[src/rtl/tnaf_digit_ctrl.sv]
// tau-NAF digit generation sequencer: walks the remainder through check, mask, emit,
// subtract and divide-by-tau steps, streams one signed digit per iteration and stops on
// a zero remainder (DONE) or on a runaway digit count (ERR).
module tnaf_digit_ctrl #(
  parameter int unsigned MAX_DIGITS = 290,
  parameter int unsigned CNT_W      = 9
) (
  input  logic             clk_i,
  input  logic             rst_i,
  input  logic             start_i,
  input  logic             abort_i,
  output logic             load_en_o,
  input  logic             r_zero_i,
  input  logic             r_odd_i,
  output logic             mask_d_en_o,
  output logic             terminal_condition_o,
  input  logic             tbit_i,
  output logic             sub_en_o,
  output logic             div_en_o,
  output logic             digit_valid_o,
  input  logic             digit_ready_i,
  output logic             digit_nz_o,
  output logic             digit_sign_o,
  output logic [CNT_W-1:0] digit_cnt_o,
  output logic             busy_o,
  output logic             done_o,
  output logic             err_overflow_o
);

  typedef enum logic [3:0] {
    StIdle, StLoad, StCheck, StMask1, StMask2, StEmit, StSub, StDiv, StFinal, StDone, StErr
  } state_e;

  localparam logic [CNT_W-1:0] MaxCnt = CNT_W'(MAX_DIGITS);

  state_e           state_q, state_d;
  logic             nz_q, nz_d, sign_q, sign_d, first_q, first_d;
  logic [CNT_W-1:0] cnt_q, cnt_d, cnt_inc;
  logic             err_q, err_d, done_q, done_d;
  logic             load_q, mask_q, term_q, sub_q, div_q;
  logic             idle_like, start_acc, emit_sign;

  assign idle_like = (state_q == StIdle) || (state_q == StDone) || (state_q == StErr);
  assign start_acc = idle_like & start_i & ~abort_i;
  assign cnt_inc   = cnt_q + CNT_W'(1);
  // Masking unit presents the final Tbit in the first EMIT cycle; zero digits carry no sign.
  assign emit_sign = nz_q & tbit_i;

  // Next-state decode; abort overrides every transition.
  always_comb begin
    state_d = state_q;
    case (state_q)
      StIdle, StDone, StErr: if (start_i) state_d = StLoad;
      StLoad:  state_d = StCheck;
      StCheck: begin
        if (r_zero_i)     state_d = StFinal;
        else if (r_odd_i) state_d = StMask1;
        else              state_d = StEmit;
      end
      StMask1: state_d = StMask2;
      StMask2: state_d = StEmit;
      StEmit:  if (digit_ready_i) state_d = nz_q ? StSub : StDiv;
      StSub:   state_d = StDiv;
      StDiv:   state_d = (cnt_inc == MaxCnt) ? StErr : StCheck;
      StFinal: state_d = StDone;
      default: state_d = StIdle;
    endcase
    if (abort_i) state_d = StIdle;
  end

  // Digit bookkeeping: nz latch, held sign, digit counter, sticky overflow, done pulse.
  always_comb begin
    nz_d    = nz_q;
    cnt_d   = cnt_q;
    err_d   = err_q;
    if (state_q == StCheck) nz_d = ~r_zero_i & r_odd_i;
    if (start_acc) begin
      cnt_d = '0;
      err_d = 1'b0;
    end else if (state_q == StDiv && !abort_i) begin
      cnt_d = cnt_inc;
      if (state_d == StErr) err_d = 1'b1;
    end
    first_d = (state_d == StEmit) && (state_q != StEmit);
    sign_d  = first_q ? emit_sign : sign_q;
    done_d  = (state_d == StDone) && (state_q != StDone);
  end

  // State, bookkeeping and registered strobe decodes of the next state.
  always_ff @(posedge clk_i or posedge rst_i) begin
    if (rst_i) begin
      state_q <= StIdle;
      nz_q    <= 1'b0;
      sign_q  <= 1'b0;
      first_q <= 1'b0;
      cnt_q   <= '0;
      err_q   <= 1'b0;
      done_q  <= 1'b0;
      load_q  <= 1'b0;
      mask_q  <= 1'b0;
      term_q  <= 1'b0;
      sub_q   <= 1'b0;
      div_q   <= 1'b0;
    end else begin
      state_q <= state_d;
      nz_q    <= nz_d;
      sign_q  <= sign_d;
      first_q <= first_d;
      cnt_q   <= cnt_d;
      err_q   <= err_d;
      done_q  <= done_d;
      load_q  <= (state_d == StLoad);
      mask_q  <= (state_d == StMask1) || (state_d == StMask2) || (state_d == StFinal);
      term_q  <= (state_d == StFinal);
      sub_q   <= (state_d == StSub);
      div_q   <= (state_d == StDiv);
    end
  end

  // Output decode; sign comes straight from tbit in the first EMIT cycle, then from the hold reg.
  always_comb begin
    load_en_o            = load_q;
    mask_d_en_o          = mask_q;
    terminal_condition_o = term_q;
    sub_en_o             = sub_q;
    div_en_o             = div_q;
    digit_valid_o        = (state_q == StEmit);
    digit_nz_o           = digit_valid_o & nz_q;
    digit_sign_o         = digit_valid_o & (first_q ? emit_sign : sign_q);
    digit_cnt_o          = cnt_q;
    busy_o               = ~idle_like;
    done_o               = done_q;
    err_overflow_o       = err_q;
  end

endmodule

[config.mk]
export PLATFORM = sky130hd
export DESIGN_NAME = tnaf_digit_ctrl
export DESIGN_NICKNAME = d
export VERILOG_FILES = /design/src/rtl/tnaf_digit_ctrl.sv
export SDC_FILE = /design/constraint.sdc
export NUM_CORES = 1
export LEC_CHECK = 0
export ABC_AREA = 1
export CAP_MARGIN = 20
export CELL_PAD_IN_SITES_DETAIL_PLACEMENT = 0
export CELL_PAD_IN_SITES_GLOBAL_PLACEMENT = 1
export CORE_MARGIN = 5
export CORE_UTILIZATION = 30
export DETAILED_ROUTE_END_ITERATION = 6
export DONT_BUFFER_PORTS = 1
export GPL_TIMING_DRIVEN = 0
export PLACE_DENSITY_LB_ADDON = 0.1
export SKIP_CTS_REPAIR_TIMING = 1
export SYNTH_ARGS = -nofsm -noshare
export SYNTH_HDL_FRONTEND = slang
export SYNTH_SLANG_ARGS = --single-unit
export TNS_END_PERCENT = 1
[constraint.sdc]
create_clock -name clk_i -period 1.89 [get_ports clk_i]
set_clock_uncertainty 0.05 [all_clocks]
set_input_delay 0.378 -clock clk_i [delete_from_list [all_inputs] [get_ports clk_i]]
set_output_delay 0.378 -clock clk_i [all_outputs]
set_load 0.05 [all_outputs]
==> flow_metrics.env, run 1 <==
export IMPL_yosysSeqAreaShare_pct=43.9
export IMPL_synth_top_area_share_pct=43.9
export IMPL_slew_headroom_pct=38.2
export IMPL_fin_crit_sh_pct=101
export IMPL_power_total_mw=1.63
export IMPL_via_count=1082
export IMPL_drt_pre_antenna_iters=5
export IMPL_hp_class="in2async"
export IMPL_synth_area_leaders="dfrtp_1 (44%), nand2_1 (13%), inv_1 (8.0%)"
export IMPL_synth_yosys_warnings=0
export IMPL_drive_gt1_share_pct=29.1
export IMPL_drt_initial_drc_count=65
export IMPL_final_setup_worst_slack_ns=-0.0110
export IMPL_drc=0
export IMPL_ys_async_sr_fraction_pct=100
export IMPL_rows=24
export IMPL_grt_ovfl_total=0
export IMPL_yosysMostFrequentCell="nand2_1"
export IMPL_grt_max_degree=24
export IMPL_max_freq_mhz=526
export IMPL_max_cap_viol_count=0
export IMPL_synth_cell_types=23
export IMPL_fillers=469
export IMPL_synth_net_count=187
export IMPL_first_global_vias=1072
export IMPL_clk_latency_ns=0.27
export IMPL_crit_type="reg2out"
export IMPL_slew_violations=0
export IMPL_crit_arrival_ns=1.47
export IMPL_die_height_um=76.1
export IMPL_wl_um=3240
export IMPL_critPathLaunchType="flop"
export IMPL_num_antenna_cells=0
export IMPL_die_w_um=76.1
export IMPL_io_pin_count=28
export IMPL_grt_antenna_before_repair=0
export IMPL_final_area_um2=1520
export IMPL_crit_path_max_fanout=4
export IMPL_cts_tree="built"
export IMPL_synth_area_per_cell_um2=7.41
export IMPL_start_util_pct=30.5
export IMPL_synth_seq_cells=23
export IMPL_syn_to_final_growth_pct=15.6
export IMPL_p_per_area_nw_per_um2=1080
export IMPL_cts_max_path_buffers=2
export IMPL_post_drt_wl_per_cell_um=13.8
export IMPL_dp_hpwl_um=2430
export IMPL_violations="negative setup slack"
export IMPL_post_route_min_period_ns=1.90
export IMPL_status="complete, but fails checks"
export IMPL_numCtsBuffers=3
export IMPL_cp_required_ns=1.46
export IMPL_synthCells=177
export IMPL_peakVddDrop_mv=0.378
export IMPL_synth_edf_count=0
export IMPL_yosys_top_cells_count="nand2_1 (44), inv_1 (28), dfrtp_1 (23), nor2_1 (17), nand3_1 (14)"
export IMPL_worst_pin_slew_ns=0.926
export IMPL_yosys_area_top_type="dfrtp_1"
export IMPL_placed_area_um2=1380
export IMPL_setup_worst_path_end_class="output port"
export IMPL_ant_nets=0
export IMPL_dieArea_um2=5790
export IMPL_syn_area_um2=1310
export IMPL_cts_root_buf="clkbuf_8"
export IMPL_rsz0062_at_grt="true"
export IMPL_cts_htree_levels=1
export IMPL_port_buffers=0
export IMPL_nets=193
export IMPL_p_leak_nw=0.730
export IMPL_coreArea_um2=4290
export IMPL_gp_congestion=0.784
export IMPL_synth_flop_cell="dfrtp_1"
export IMPL_via_per_inst=4.62
export IMPL_grtUsageTotal_pct=11.2
export IMPL_finalSetupViolCount=1
export IMPL_grt_pass1_wl_um=5270
export IMPL_finalHoldViolations=0
export IMPL_numClockSinks=23
export IMPL_clkSlewWorstSetupHoldPaths_ns=0.09
## report_power, final
part | leakage, nW | total, mW | switching, mW | internal (mW)
logic | 0.405 | 0.604 | 0.446 | 0.158
registers | 0.299 | 0.703 | 0.141 | 0.561
clock network | 0.0255 | 0.323 | 0.176 | 0.147
total | 0.730 | 1.63 | 0.763 | 0.867
## flip-flops by register name, indices dropped and copies added, names as in the netlist
register	cells
sub_en_o	1
load_en_o	1
terminal_condition_o	1
done_o	1
err_overflow_o	1
sign_q	1
state_q	4
mask_d_en_o	1
first_q	1
nz_q	1
digit_cnt_o	9
div_en_o	1
## stage by stage
step | cells | setup slack (ns) | TNS (ns) | hold slack, ns | util, %
3_3_place_gp | 229 | -0.178 | -0.621 | 0.443 | 32.1
6_report | 234 | -0.0110 | -0.0110 | 0.146 | 35.3
2_1_floorplan | 177 | 0.0904 | 0 | 0.330 | -
3_5_place_dp | 229 | -0.164 | -0.568 | 0.445 | 32.1
4_1_cts | 233 | -0.361 | -1.40 | 0.195 | 33.2
5_1_grt | 234 | -0.0814 | -0.235 | 0.209 | 35.3
## worst max-delay path: stages (launching register included)
cell and delay (ns):
dfrtp_1 0.40, buf_4 0.15, nor2_2 0.17, o21ai_2 0.09
nand2_2 0.13, clkinvlp_4 0.27
## final cells by class
class,count,area [µm²],share of cell area (%)
tap,52,65.1,4.29
clock inverter,1,5.00,0.330
clock buffer,3,41.3,2.73
multi-input combinational,118,653,43.1
timing repair buffer,1,7.51,0.495
inverter,36,151,9.99
sequential,23,592,39.1
## cell usage in the layout, fill, tap and decap left out, types with 3 or more instances in the layout
cell and instances:
o22ai_1 7, inv_1 26, nand2_1 40, nand2_2 10
clkbuf_8 3, nor2_1 14, nand2_4 3, nand3_1 14
nor2_4 3, dfrtp_1 14, dfrtp_2 7, inv_2 6
nand4_1 3, o21ai_0 7, nor2_2 6
## worst paths after layout
check | startpoint | depth (start not counted) | slack [ns] | endpoint
max | state_q[2] | 5 | -0.01 | busy_o
min | rst_i | 1 | 0.15 | div_en_o
max reg2reg | digit_cnt_o[0] | 13 | 0.06 | mask_d_en_o
min reg2reg | nz_q | 2 | 0.48 | nz_q
max in group asynchronous | rst_i | 1 | 0.98 | digit_cnt_o[1]
min in group clk_i | r_odd_i | 2 | 0.20 | nz_q
## per-layer routing
layer	wire length, µm	up-vias	global-route usage (%)
li1	-	568	-
met1	1420	488	12.9
met2	1640	24	20.1
met3	163	2	3.19
met4	23	0	3.15
met5	0	-	0
## cell families after synthesis
logic type | share of synthesized area (%)
simple gates | 35.2
fa+ha+maj | 1.91
flops | 43.9
buf+inv | 10.4
compound gates | 8.59
Note: power is estimated with default switching activity, not from simulation.
==> inputs of run 2 (changes only) <==
--- a/config.mk
+++ b/config.mk
@@ -10,7 +10,8 @@
 export CELL_PAD_IN_SITES_DETAIL_PLACEMENT = 0
 export CELL_PAD_IN_SITES_GLOBAL_PLACEMENT = 1
 export CORE_MARGIN = 5
-export CORE_UTILIZATION = 30
+export CORE_UTILIZATION = 44
+export CTS_CLUSTER_DIAMETER = 200
 export DETAILED_ROUTE_END_ITERATION = 6
 export DONT_BUFFER_PORTS = 1
 export GPL_TIMING_DRIVEN = 0
==> run 2 against run 1 <==
Net effect: the run still ends with negative setup slack left; global-route usage is 3.3 points higher; maximum frequency fell by 2.0%; via count increased by 6.7%; critical endpoint is now digit_sign_o; die area decreased by 28%.
==> flow_metrics.env, run 2 (same netlist as run 1, synthesis figures left out) <==
export IMPL_critPathCapture="digit_sign_o"
export IMPL_syn_to_final_growth_pct=15.5
export IMPL_cts_tree="built"
export IMPL_rsz0062_at_grt="true"
export IMPL_post_route_min_period_ns=1.94
export IMPL_fin_crit_sh_pct=103
export IMPL_peakVddDrop_mv=0.829
export IMPL_reg2regPathDepth=11
export IMPL_reg2reg_from="digit_cnt_o[5]"
export IMPL_port_buffers=0
export IMPL_placed_area_um2=1350
export IMPL_wl_um=3010
export IMPL_post_layout_nonfiller_instances=217
export IMPL_rows=19
export IMPL_cpPeakStageDelay_ns=0.44
export IMPL_dieArea_um2=4170
export IMPL_ant_nets=0
export IMPL_path_buf_inv=3
export IMPL_die_height_um=64.6
export IMPL_max_freq_mhz=516
export IMPL_critPathLaunchType="flop"
export IMPL_crit_path_max_fanout=5
export IMPL_grt_antenna_before_repair=0
export IMPL_setup_worst_path_end_class="output port"
export IMPL_largest_register_ffs=9
export IMPL_rrSetupSlack_ns=0
export IMPL_final_setup_worst_slack_ns=-0.0496
export IMPL_cp_top_family="flip-flops"
export IMPL_crit_top_cell="nand2_4"
export IMPL_die_w_um=64.6
export IMPL_crit_arrival_ns=1.51
export IMPL_cp_startpoint="state_q[0]"
export IMPL_grt_busiest_layer="met2"
export IMPL_dp_hpwl_um=2150
export IMPL_numCtsBuffers=3
export IMPL_post_drt_wl_per_cell_um=13.9
export IMPL_p_leak_nw=0.750
export IMPL_max_cap_viol_count=0
export IMPL_slew_violations=0
export IMPL_first_global_vias=1082
export IMPL_cp_depth=6
export IMPL_finalSetupViolCount=3
export IMPL_numClockSinks=23
export IMPL_nets=197
export IMPL_grt_ovfl_total=0
export IMPL_cts_max_path_buffers=2
export IMPL_violations="negative setup slack"
export IMPL_layout_common_cells="nand2_1 (42), inv_1 (26), dfrtp_1 (17)"
export IMPL_worst_pin_slew_ns=0.886
export IMPL_cp_required_ns=1.46
export IMPL_via_per_inst=5.32
export IMPL_gp_congestion=0.761
export IMPL_clkSlewWorstSetupHoldPaths_ns=0.13
export IMPL_p_per_area_nw_per_um2=1070
export IMPL_io_pin_count=28
export IMPL_r2r_end="mask_d_en_o"
export IMPL_start_util_pct=46.7
export IMPL_grtUsageTotal_pct=14.5
export IMPL_use_met2_pct=27.1
export IMPL_drt_pre_antenna_iters=4
export IMPL_via_count=1155
export IMPL_drive_gt1_share_pct=27.4
export IMPL_cp_cell_sequence="inv_2 > nor2_4 > nand2_4 > clkinv_8 > nand2_4 > clkinvlp_4"
export IMPL_final_common_cell="nand2_1"
export IMPL_status="complete, but fails checks"
export IMPL_cts_htree_levels=1
export IMPL_grt_max_degree=24
export IMPL_num_antenna_cells=0
export IMPL_coreArea_um2=2810
export IMPL_clk_latency_ns=0.31
export IMPL_drt_initial_drc_count=54
export IMPL_crit_type="reg2out"
export IMPL_final_area_um2=1510
export IMPL_critical_path_slowest_cell="dfrtp_1"
export IMPL_slew_headroom_pct=40.8
export IMPL_place_inst=208
export IMPL_grt_pass1_wl_um=4740
export IMPL_hp_class="in2async"
export IMPL_grt_use_met3_pct=3.63
export IMPL_drc=0
export IMPL_cts_root_buf="clkbuf_4"
export IMPL_finalHoldViolations=0
export IMPL_grt_util_met1_pct=16.4
-- run 2: layout make-up --
cell class / count / area, µm²
timing repair buffer: 5 / 37.5
clock buffer: 3 / 22.5
inverter: 36 / 156
clock inverter: 1 / 5.00
tap: 31 / 38.8
sequential: 23 / 588
fill: 261 / 1290
multi-input combinational: 118 / 666
-- run 2: routing by layer --
layer,vias up,part of all wire [%]
met5,-,0
li1,578,-
met1,537,42
met4,0,1.8
met2,34,50
met3,6,6.2
-- run 2: through the flow --
step	power, mW	TNS (ns)	hold slack, ns	worst slack [ns]	utilization [%]
floorplan	1.14	0	0.330	0.0904	-
global placement	1.24	-0.239	0.431	-0.101	48.2
detailed placement	1.24	-0.447	0.433	-0.146	48.2
CTS	1.47	-1.37	0.100	-0.400	49.2
global route	1.73	-0.977	0.142	-0.179	54.0
finish	1.62	-0.0761	0.0730	-0.0496	54.0
-- run 2: worst min path at each step --
stage / end / slack [ns]
2_1_floorplan: digit_cnt_o[2] / 0.33
3_3_place_gp: sign_q / 0.43
4_1_cts: err_overflow_o / 0.10
6_report: digit_cnt_o[8] / 0.07
3_5_place_dp: sign_q / 0.43
5_1_grt: digit_cnt_o[7] / 0.14
-- run 2: power by group --
group	total [mW]	internal, mW	switching, mW	leakage, nW
logic	0.681	0.215	0.466	0.429
registers	0.703	0.560	0.143	0.304
clock network	0.235	0.0792	0.156	0.0177
total	1.62	0.854	0.765	0.750
==> inputs of run 3 (changes only) <==
--- a/config.mk
+++ b/config.mk
@@ -7,8 +7,9 @@
 export LEC_CHECK = 0
 export ABC_AREA = 1
 export CAP_MARGIN = 20
-export CELL_PAD_IN_SITES_DETAIL_PLACEMENT = 0
+export CELL_PAD_IN_SITES_DETAIL_PLACEMENT = 1
 export CELL_PAD_IN_SITES_GLOBAL_PLACEMENT = 1
+export CORE_ASPECT_RATIO = 1.25
 export CORE_MARGIN = 5
 export CORE_UTILIZATION = 44
 export CTS_CLUSTER_DIAMETER = 200
==> run 3 against run 2 <==
Net effect: the run still ends with negative setup slack left; register-to-register slack about the same; utilization down 0.67 points; combinational power up 8.2%; sequential share of layout area down 0.71 points; sequential power about the same; via count up 1.3%; clock-buffer cell count up 1; routed wire length up 20%; design area up 2.7%; largest power group is now combinational cells.
==> flow_metrics.env, run 3 (same netlist as run 1, synthesis figures left out) <==
export IMPL_via_count=1170
export IMPL_final_setup_worst_slack_ns=-0.0608
export IMPL_largest_register_ffs=9
export IMPL_num_antenna_cells=0
export IMPL_rsz0062_at_grt="true"
export IMPL_io_pin_count=28
export IMPL_die_w_um=58.8
export IMPL_pre_cts_ws_ns=-0.233
export IMPL_wl_um=3610
export IMPL_fin_crit_sh_pct=103
export IMPL_dp_hpwl_um=2620
export IMPL_post_route_min_period_ns=1.95
export IMPL_grt_max_degree=24
export IMPL_finalHoldViolations=0
export IMPL_critical_path_slowest_cell="dfrtp_2"
export IMPL_dieArea_um2=4180
export IMPL_first_global_vias=1263
export IMPL_internal_power_mw=0.879
export IMPL_cp_cell_sequence="buf_4 > nor2_4 > o21ai_2 > nand2_2 > clkinvlp_4"
export IMPL_cp_required_ns=1.46
export IMPL_max_freq_mhz=513
export IMPL_layout_common_cells="nand2_1 (37), inv_1 (25)"
export IMPL_crit_type="reg2out"
export IMPL_drc=0
export IMPL_peakVddDrop_mv=0.691
export IMPL_crit_arrival_ns=1.52
export IMPL_cts_tree="built"
export IMPL_slew_violations=0
export IMPL_die_height_um=71.0
export IMPL_start_util_pct=44.9
export IMPL_hp_class="in2async"
export IMPL_final_common_cell="nand2_1"
export IMPL_p_comb_share_pct=44.0
export IMPL_rows=22
export IMPL_grt_ovfl_total=0
export IMPL_cts_root_buf="clkbuf_4"
export IMPL_ant_nets=0
export IMPL_crit_path_max_fanout=3
export IMPL_p_clk_share_pct=14.1
export IMPL_gp_congestion=0.788
export IMPL_worst_pin_slew_ns=0.900
export IMPL_max_cap_viol_count=0
export IMPL_critPathLaunchType="flop"
export IMPL_drt_pre_antenna_iters=4
export IMPL_cts_max_path_buffers=2
export IMPL_setup_worst_path_end_class="output port"
export IMPL_nets=199
export IMPL_status="complete, but fails checks"
export IMPL_power_total_mw=1.67
export IMPL_grt_pass1_wl_um=5530
export IMPL_numClockSinks=23
export IMPL_post_drt_wl_per_cell_um=16.1
export IMPL_drt_initial_drc_count=32
export IMPL_slew_headroom_pct=40.0
export IMPL_coreArea_um2=2920
export IMPL_clk_latency_ns=0.32
export IMPL_via_per_inst=5.22
export IMPL_seqCellArea_um2=593
export IMPL_cts_htree_levels=1
export IMPL_cpPeakStageDelay_ns=0.45
export IMPL_grt_antenna_before_repair=0
export IMPL_finalSetupViolCount=2
export IMPL_clkSlewWorstSetupHoldPaths_ns=0.13
export IMPL_swShare_pct=47.5
export IMPL_fillers=383
export IMPL_syn_to_final_growth_pct=18.6
export IMPL_drive_gt1_share_pct=34.0
export IMPL_p_leak_nw=0.752
export IMPL_port_buffers=0
export IMPL_numCtsBuffers=3
export IMPL_switchingPower_mw=0.796
export IMPL_p_per_area_nw_per_um2=1080
export IMPL_violations="negative setup slack"
export IMPL_grtUsageTotal_pct=17.1
export IMPL_pwr_share_seq_pct=41.9
export IMPL_multi_input_area_um2=684
[run 3: path summary, 6_finish.rpt]
kind	cells after the start	startpoint	end	slack (ns)
worst min-delay path	1	rst_i	first_q	0.07
worst max register to register	13	digit_cnt_o[0]	mask_d_en_o	0.01
worst max-delay path	5	state_q[0]	busy_o	-0.06
max in group asynchronous	1	rst_i	digit_cnt_o[1]	1.07
min in group clk_i	2	r_odd_i	nz_q	0.14
worst min register to register	1	first_q	sign_q	0.49
[run 3: stage by stage]
step                      utilization (%)  std cells  setup TNS [ns]  area [µm²]  hold WS [ns]
after global routing                 53.3        224          -0.608        1560         0.153
after CTS                            47.5        217           -1.94        1390         0.103
after detailed placement             46.6        213          -0.846        1360         0.443
final                                53.3        224         -0.0913        1560        0.0731
after global placement               46.6        213          -0.246        1360         0.429
after floorplan                         -        177               0        1310         0.330
[run 3: power by group through the flow]
stage	combinational, mW	clock [mW]	sequential (mW)
2_1_floorplan	0.451	0	0.691
3_3_place_gp	0.531	0	0.706
3_5_place_dp	0.548	0	0.710
4_1_cts	0.551	0.244	0.700
5_1_grt	0.814	0.264	0.710
6_report	0.737	0.237	0.701
[run 3: critical path, delay by kind of cell (launching register included)]
| kind | cells | cell delay [ns] |
|---|---|---|
| and+or+nand+nor | 2 | 0.26 |
| buffers and inverters | 2 | 0.41 |
| AOI/OAI and AO/OA | 1 | 0.08 |
| DFF | 1 | 0.45 |
[run 3: area by class of cell]
| cell class | count | share of cell area [%] |
|---|---|---|
| clock buffers | 4 | 1.69 |
| inverters | 36 | 9.90 |
| multi-input cells | 118 | 44.0 |
| flip-flops and latches | 23 | 38.1 |
| well taps | 36 | 2.90 |
| repair buffers | 7 | 3.38 |
[run 3: per-layer routing]
| metal | vias up | track usage, % | part of all wire (%) |
|---|---|---|---|
| li1 | 575 | - | - |
| met1 | 572 | 18.1 | 34 |
| met2 | 19 | 32.1 | 61 |
| met3 | 4 | 3.28 | 4.0 |
| met4 | 0 | 6.30 | 0.94 |
| met5 | - | 0 | 0 |
